$ cat config.mk
export PLATFORM = sky130hd
export DESIGN_NAME = alu_muldiv_seq
export DESIGN_NICKNAME = d
export VERILOG_FILES = /design/src/rtl/alu_muldiv_seq.sv
export SDC_FILE = /design/constraint.sdc
export NUM_CORES = 1
export LEC_CHECK = 0
export BUFFER_PORTS_ARGS = -buffer_cell sky130_fd_sc_hd__buf_4
export CAP_MARGIN = 20
export CORE_MARGIN = 5
export CORE_UTILIZATION = 35
export DETAILED_ROUTE_END_ITERATION = 6
export HOLD_SLACK_MARGIN = 0.08
export SETUP_SLACK_MARGIN = 0.5
export SYNTH_ARGS = -nofsm -noshare
export SYNTH_HDL_FRONTEND = slang
export SYNTH_SLANG_ARGS = --single-unit
$ cat constraint.sdc
create_clock -name clk -period 5.3 [get_ports clk]
set_clock_uncertainty 0.1 [all_clocks]
set_input_delay 0.795 -clock clk [delete_from_list [all_inputs] [get_ports clk]]
set_output_delay 0.795 -clock clk [all_outputs]
set_load 0.005 [all_outputs]
$ cat src/rtl/alu_muldiv_seq.sv
// rtl/alu_muldiv_seq.sv - execute-stage ALU with iterative shift-add multiply and restoring divide
module alu_muldiv_seq #(
  parameter int WIDTH     = 32,
  parameter bit ZERO_FLAG = 1'b1
) (
  input  logic             clk,
  input  logic             rst_n,
  input  logic             start,
  input  logic [3:0]       op,
  input  logic [WIDTH-1:0] a,
  input  logic [WIDTH-1:0] b,
  output logic             busy,
  output logic             done,
  output logic [WIDTH-1:0] result,
  output logic             zero
);

  localparam int CW = $clog2(WIDTH);

  localparam logic [3:0] OP_AND   = 4'b0000;
  localparam logic [3:0] OP_OR    = 4'b0001;
  localparam logic [3:0] OP_ADD   = 4'b0010;
  localparam logic [3:0] OP_SUB   = 4'b0110;
  localparam logic [3:0] OP_SLT   = 4'b0111;
  localparam logic [3:0] OP_MUL   = 4'b1000;
  localparam logic [3:0] OP_MULH  = 4'b1001;
  localparam logic [3:0] OP_HOLE  = 4'b1010;
  localparam logic [3:0] OP_MULHU = 4'b1011;
  localparam logic [3:0] OP_DIV   = 4'b1100;
  localparam logic [3:0] OP_DIVU  = 4'b1101;
  localparam logic [3:0] OP_REM   = 4'b1110;
  localparam logic [3:0] OP_REMU  = 4'b1111;

  typedef enum logic [1:0] {S_IDLE, S_MUL, S_DIV, S_FIX} state_t;

  state_t             state;
  logic [3:0]         op_q;
  logic [WIDTH-1:0]   a_q, b_q, bm, quo, rem;
  logic [2*WIDTH-1:0] prod;
  logic               a_neg, sign_diff;
  logic [CW-1:0]      cnt;

  logic [WIDTH-1:0]   alu_res, fix_res;
  logic               op_signed, a_sgn, b_sgn;
  logic [WIDTH:0]     mul_sum, div_sh, div_diff;
  logic [2*WIDTH-1:0] prod_fix;
  logic               div0, ovf;

  function automatic logic [WIDTH-1:0] mag(input logic [WIDTH-1:0] v, input logic neg);
    return neg ? -v : v;
  endfunction

  always_comb begin
    alu_res = '0;
    case (op)
      OP_AND:  alu_res = a & b;
      OP_OR:   alu_res = a | b;
      OP_ADD:  alu_res = a + b;
      OP_SUB:  alu_res = a - b;
      OP_SLT:  alu_res = {{(WIDTH-1){1'b0}}, ($signed(a) < $signed(b))};
      default: alu_res = '0;
    endcase
  end

  assign op_signed = (op == OP_MULH) || (op == OP_DIV) || (op == OP_REM);
  assign a_sgn     = op_signed & a[WIDTH-1];
  assign b_sgn     = op_signed & b[WIDTH-1];

  // Multiplier sits in the low half of prod and shifts out as the product shifts in.
  assign mul_sum  = {1'b0, prod[2*WIDTH-1:WIDTH]} + ({1'b0, bm} & {(WIDTH+1){prod[0]}});
  // rem < bm always holds for a nonzero divisor, so bit WIDTH of the difference is the borrow.
  assign div_sh   = {rem, quo[WIDTH-1]};
  assign div_diff = div_sh - {1'b0, bm};

  assign prod_fix = sign_diff ? -prod : prod;
  assign div0     = (b_q == '0);
  assign ovf      = (a_q == {1'b1, {(WIDTH-1){1'b0}}}) && (&b_q);

  always_comb begin
    fix_res = '0;
    case (op_q)
      OP_MUL:   fix_res = prod_fix[WIDTH-1:0];
      OP_MULH:  fix_res = prod_fix[2*WIDTH-1:WIDTH];
      OP_MULHU: fix_res = prod_fix[2*WIDTH-1:WIDTH];
      OP_DIV:   fix_res = div0 ? '1 : (ovf ? a_q : (sign_diff ? -quo : quo));
      OP_DIVU:  fix_res = div0 ? '1 : quo;
      OP_REM:   fix_res = div0 ? a_q : (ovf ? '0 : (a_neg ? -rem : rem));
      OP_REMU:  fix_res = div0 ? a_q : rem;
      default:  fix_res = '0;
    endcase
  end

  always_ff @(posedge clk) begin
    if (!rst_n) begin
      state     <= S_IDLE;
      busy      <= 1'b0;
      done      <= 1'b0;
      result    <= '0;
      zero      <= ZERO_FLAG;
      op_q      <= '0;
      a_q       <= '0;
      b_q       <= '0;
      bm        <= '0;
      quo       <= '0;
      rem       <= '0;
      prod      <= '0;
      a_neg     <= 1'b0;
      sign_diff <= 1'b0;
      cnt       <= '0;
    end else begin
      done <= 1'b0;
      case (state)
        S_IDLE: begin
          if (start) begin
            op_q      <= op;
            a_q       <= a;
            b_q       <= b;
            bm        <= mag(b, b_sgn);
            a_neg     <= a_sgn;
            sign_diff <= a_sgn ^ b_sgn;
            cnt       <= '0;
            if (!op[3] || op == OP_HOLE) begin
              result <= alu_res;
              zero   <= ZERO_FLAG && (alu_res == '0);
              done   <= 1'b1;
            end else if (!op[2]) begin
              prod  <= {{WIDTH{1'b0}}, mag(a, a_sgn)};
              busy  <= 1'b1;
              state <= S_MUL;
            end else begin
              quo   <= mag(a, a_sgn);
              rem   <= '0;
              busy  <= 1'b1;
              state <= S_DIV;
            end
          end
        end
        S_MUL: begin
          prod <= {mul_sum, prod[WIDTH-1:1]};
          cnt  <= cnt + CW'(1);
          if (cnt == CW'(WIDTH-1)) state <= S_FIX;
        end
        S_DIV: begin
          if (!div_diff[WIDTH]) begin
            rem <= div_diff[WIDTH-1:0];
            quo <= {quo[WIDTH-2:0], 1'b1};
          end else begin
            rem <= div_sh[WIDTH-1:0];
            quo <= {quo[WIDTH-2:0], 1'b0};
          end
          cnt <= cnt + CW'(1);
          if (cnt == CW'(WIDTH-1)) state <= S_FIX;
        end
        S_FIX: begin
          result <= fix_res;
          zero   <= ZERO_FLAG && (fix_res == '0);
          done   <= 1'b1;
          busy   <= 1'b0;
          state  <= S_IDLE;
        end
        default: state <= S_IDLE;
      endcase
    end
  end

endmodule

==> impl_metrics.prom <==
# TYPE chip_impl_metric gauge
chip_impl_metric{name="worst-endpoint-required",unit="ps"} 5720
chip_impl_metric{name="worstRegToRegCells",unit=""} 13
chip_impl_metric{name="total_switching_power",unit="W"} 0.00412
chip_impl_metric{name="synthArstFlopShare",unit="%"} 0
chip_impl_metric{name="die_h",unit="um"} 278
chip_impl_info{name="result_of_the_run",value="finished clean"} 1
chip_impl_metric{name="sequentialPowerShare",unit="%"} 29.1
chip_impl_info{name="crit_family",value="simple AND/OR/NAND/NOR gates"} 1
chip_impl_info{name="postSynth.topFlopCell",value="sky130_fd_sc_hd__dfxtp_1"} 1
chip_impl_info{name="worstReg2RegEnd",value="zero"} 1
chip_impl_info{name="critPathKind",value="flip-flop to flip-flop"} 1
chip_impl_info{name="hold_path_class",value="flip-flop to flip-flop"} 1
chip_impl_metric{name="cp_data_arrival_time",unit="ps"} 5160
chip_impl_metric{name="first_global_vias",unit=""} 24500
chip_impl_metric{name="drt.antenna.violating_nets",unit=""} 0
chip_impl_metric{name="cp_max_fanout",unit=""} 5
chip_impl_metric{name="clk_pin_slew_worst_paths",unit="ps"} 60
chip_impl_metric{name="grt_first_pass_wirelength",unit="um"} 163000
chip_impl_metric{name="htree_levels",unit=""} 1
chip_impl_metric{name="regToRegSetupSlack",unit="ps"} 560
chip_impl_metric{name="grt_antenna_before_repair",unit=""} 2
chip_impl_metric{name="coreArea",unit="um2"} 71400
chip_impl_info{name="hold_startpoint",value="result[5]"} 1
chip_impl_metric{name="finalHoldViolCount",unit=""} 0
chip_impl_metric{name="wirelength",unit="um"} 112000
chip_impl_metric{name="max_cap_violations",unit=""} 0
chip_impl_metric{name="insertion_delay",unit="ps"} 610
chip_impl_metric{name="cts_inserted_buffers",unit=""} 31
chip_impl_metric{name="setup_tns",unit="ps"} 0
chip_impl_metric{name="initialDrtViolationCount",unit=""} 3389
chip_impl_metric{name="clock_power_share",unit="%"} 25.8
chip_impl_metric{name="io_pins",unit=""} 106
chip_impl_metric{name="half_perimeter_wire_length_of_the_detailed_placement_result",unit="um"} 86800
chip_impl_metric{name="via_count",unit=""} 27300
chip_impl_metric{name="antenna_cells",unit=""} 0
chip_impl_metric{name="power_report.internal_total",unit="W"} 0.00500
chip_impl_metric{name="layout-drive-gt1-share",unit="%"} 9.92
chip_impl_metric{name="finish.utilization",unit="%"} 39.7
chip_impl_metric{name="ys_seq_elements",unit=""} 271
chip_impl_info{name="cp-start-kind",value="flip-flop"} 1
chip_impl_metric{name="static-leakage-power",unit="nW"} 11.3
chip_impl_metric{name="max_freq",unit="MHz"} 211
chip_impl_metric{name="drc",unit=""} 0
chip_impl_info{name="cts-root-buf",value="sky130_fd_sc_hd__clkbuf_16"} 1
chip_impl_metric{name="hold_crit_depth",unit=""} 2
chip_impl_metric{name="row_count",unit=""} 98
chip_impl_metric{name="initial_core_utilization",unit="%"} 35.2
chip_impl_metric{name="total_grt_usage",unit="%"} 27.0
chip_impl_metric{name="synth.yosys.seq_area_share",unit="%"} 21.6
chip_impl_metric{name="hold_slack",unit="ps"} 357
chip_impl_metric{name="maximum_ir_drop_on_the_vdd_rail",unit="mV"} 0.261
chip_impl_metric{name="synth-edff-count",unit=""} 0
chip_impl_metric{name="synth_fp_nets",unit=""} 3788
chip_impl_metric{name="detailedRoute.firstPassIterationCount",unit=""} 6
chip_impl_info{name="launching_point_of_the_worst_reg2reg_path",value="quo[0]"} 1
chip_impl_info{name="hold_path_sink",value="result[5]"} 1
chip_impl_metric{name="final.min_clock_period",unit="ps"} 4740
chip_impl_info{name="grt_setup_unrepaired",value="yes"} 1
chip_impl_metric{name="post-route-period-util",unit="%"} 89.5
chip_impl_metric{name="horizontal_extent_of_the_die",unit="um"} 278
chip_impl_metric{name="syn-instance-count",unit=""} 3539
chip_impl_info{name="tritoncts",value="done"} 1
chip_impl_metric{name="number_of_buffer_and_inverter_instances_along_the_worst_setup_path",unit=""} 1
chip_impl_metric{name="layout-area-overhead-vs-synth",unit="%"} 12.6
chip_impl_metric{name="pin_count_of_the_biggest_net_entering_global_routing",unit=""} 154
chip_impl_metric{name="slew_viol_final",unit=""} 0
chip_impl_info{name="cell_type_with_the_highest_occurrence_count_on_the_critical_path",value="sky130_fd_sc_hd__nand4_1"} 1
chip_impl_metric{name="buffer_ports.inserted",unit=""} 105
chip_impl_metric{name="syn-mean-instance-area",unit="um2"} 7.10
chip_impl_metric{name="synth_cell_types",unit=""} 97
chip_impl_metric{name="max-clock-path-buffers",unit=""} 3
chip_impl_metric{name="finish.net_count",unit=""} 3801
chip_impl_metric{name="max_slew.worst_pin.slew",unit="ps"} 1140
chip_impl_metric{name="globalplace.congestion",unit=""} 1.04
chip_impl_metric{name="synth.yosys.warnings",unit=""} 0
chip_impl_metric{name="cts.sink_count",unit=""} 271
chip_impl_metric{name="routedWlPerCell",unit="um"} 24.8
chip_impl_metric{name="mappedNetlistArea",unit="um2"} 25100
chip_impl_metric{name="post_detailed_route_via_to_cell_ratio",unit=""} 6.03
chip_impl_metric{name="sw_frac_of_total",unit="%"} 45.2
chip_impl_metric{name="pwr_density_cell",unit="nW/um2"} 322
chip_impl_metric{name="final-setup-viol-count",unit=""} 0
chip_impl_info{name="crit_slowest_cell",value="sky130_fd_sc_hd__nor4_1"} 1
chip_impl_metric{name="p_comb_share",unit="%"} 45.1
chip_impl_info{name="timing.critical_path.cells",value="inv_1 -> ha_1 -> nor3b_1 -> nand4_1 -> or2_2 -> o41ai_1 -> xor2_1 -> a21oi_1 -> nor4_1 -> nand4_1 -> nor4_2 -> a31oi_1 -> o31ai_1"} 1
chip_impl_info{name="worstSetupEndpointType",value="flip-flop"} 1
chip_impl_metric{name="timing.max_slew.rel_slack",unit="%"} 23.8
chip_impl_metric{name="fp.dieArea",unit="um2"} 77300
chip_impl_metric{name="cpPeakStageDelay",unit="ps"} 780
chip_impl_metric{name="grt_overflow",unit=""} 0
-- cell usage after synthesis (all sizes together), types with 10 or more instances --
master	instances	share of area, %
nor4	51	1.4
a31oi	30	0.75
o21a	16	0.48
nand3	63	1.3
o22ai	13	0.32
nor2b	25	0.62
o211ai	30	0.92
nor2	328	4.9
ha	174	8.7
o21ai	246	4.9
inv	180	2.7
xnor2	129	4.5
nand4	34	0.85
mux2i	81	3.2
o31ai	54	1.7
o31a	10	0.35
o41ai	24	0.94
and2	52	1.3
o221ai	15	0.52
nor3	69	1.4
a2111oi	22	0.78
a21oi	350	7.0
nand2b	35	0.87
clkbuf	189	2.8
or4	25	0.82
nand2	464	6.9
a221oi	19	0.69
or2	24	0.60
and3	11	0.27
a22oi	29	0.87
or3	41	1.0
o21bai	15	0.45
a211oi	74	2.2
buf	47	0.83
a21o	43	1.3
xor2	101	3.5
a311oi	10	0.35
dfxtp	271	22
-- worst min-delay path, cell delays in order, from the launching register on --
cell and delay (ps):
sky130_fd_sc_hd__dfxtp_1 310, sky130_fd_sc_hd__nand2_1 50, sky130_fd_sc_hd__a21oi_1 50
-- routing by layer --
metal	vias to the layer above	GRT usage (%)	part of all wire, %
met1	13000	38.3	43
met3	232	5.19	9.5
met2	1384	40.6	42
li1	12700	-	-
met5	-	0	0.012
met4	4	10.6	4.8
-- cell families (layout without fill, tap and decap cells) --
group,after synthesis,count (layout),synth area share [%]
compound gates,1100,1101,28.1
buf+inv,417,454,6.35
flops,271,271,21.6
xor+xnor,230,230,8.02
mux,86,86,3.45
fa+ha+maj,178,178,8.98
simple gates,1257,1257,23.5
-- power by group through the flow --
| stage | registers, W | logic, W | clock network, W |
|---|---|---|---|
| 2_1_floorplan | 0.00250 | 0.00266 | 0 |
| 3_3_place_gp | 0.00267 | 0.00398 | 0 |
| 3_5_place_dp | 0.00268 | 0.00397 | 0 |
| 4_1_cts | 0.00263 | 0.00399 | 0.00237 |
| 5_1_grt | 0.00267 | 0.00440 | 0.00244 |
| 6_report | 0.00266 | 0.00411 | 0.00235 |
-- worst max path at each step --
stage,to,depth (start not counted),startpoint,slack (ps)
2_1_floorplan,zero,15,a[8],1220
3_3_place_gp,zero,16,b[4],190
3_5_place_dp,zero,16,b[4],270
4_1_cts,zero,15,a_q[25],520
5_1_grt,zero,16,b_q[0],400
6_report,zero,13,quo[0],560
-- area by class of cell --
type / count / area [um2]
multi-input combinational: 2852 / 18300
clock inverter: 20 / 251
sequential: 271 / 5430
timing repair buffer: 215 / 1660
inverter: 181 / 684
clock buffer: 38 / 832
fill: 7580 / 43100
tap: 950 / 1190
-- layout by cell type (no fill, tap or decap), types with 24 or more instances in the layout --
master and n:
sky130_fd_sc_hd__a21oi_1 349, sky130_fd_sc_hd__or3_1 40, sky130_fd_sc_hd__nor4_1 45, sky130_fd_sc_hd__inv_1 179, sky130_fd_sc_hd__buf_4 211, sky130_fd_sc_hd__mux2i_1 80
sky130_fd_sc_hd__xor2_1 101, sky130_fd_sc_hd__nor2_1 327, sky130_fd_sc_hd__a31oi_1 30, sky130_fd_sc_hd__and2_1 51, sky130_fd_sc_hd__nand2_1 462, sky130_fd_sc_hd__o31ai_1 51
sky130_fd_sc_hd__xnor2_1 129, sky130_fd_sc_hd__nor2b_1 24, sky130_fd_sc_hd__clkbuf_16 31, sky130_fd_sc_hd__nand4_1 34, sky130_fd_sc_hd__a21o_1 43, sky130_fd_sc_hd__o211ai_1 29
sky130_fd_sc_hd__nor3_1 66, sky130_fd_sc_hd__a22oi_1 29, sky130_fd_sc_hd__nand3_1 63, sky130_fd_sc_hd__o21ai_0 239, sky130_fd_sc_hd__dfxtp_1 270, sky130_fd_sc_hd__a211oi_1 73
sky130_fd_sc_hd__ha_1 171, sky130_fd_sc_hd__nand2b_1 35
-- registers in the layout, indices dropped and copies added (netlist names), 2 cells and up --
register	flops
a_q	32
b_q	32
op_q	4
bm	31
state	2
quo	32
cnt	5
result	32
rem	32
prod	64
-- stage by stage --
| stage | power [W] | cell area, um2 | setup slack, ps | cells |
|---|---|---|---|---|
| after detailed placement | 0.00665 | 27100 | 265 | 4462 |
| after CTS | 0.00899 | 28200 | 517 | 4520 |
| after floorplan | 0.00516 | 25100 | 1220 | 3539 |
| after global placement | 0.00665 | 27100 | 190 | 4462 |
| after global routing | 0.00951 | 28300 | 396 | 4527 |
| final | 0.00912 | 28300 | 558 | 4527 |
-- what timing repair did --
action	in CTS	in global routing
gates cloned	0	1
gates resized for setup	1	6
pin swaps	0	2
endpoints found under the setup margin	17	25
setup buffers	0	6
hold buffers	0	0
Power figures use the tool's default switching activity.
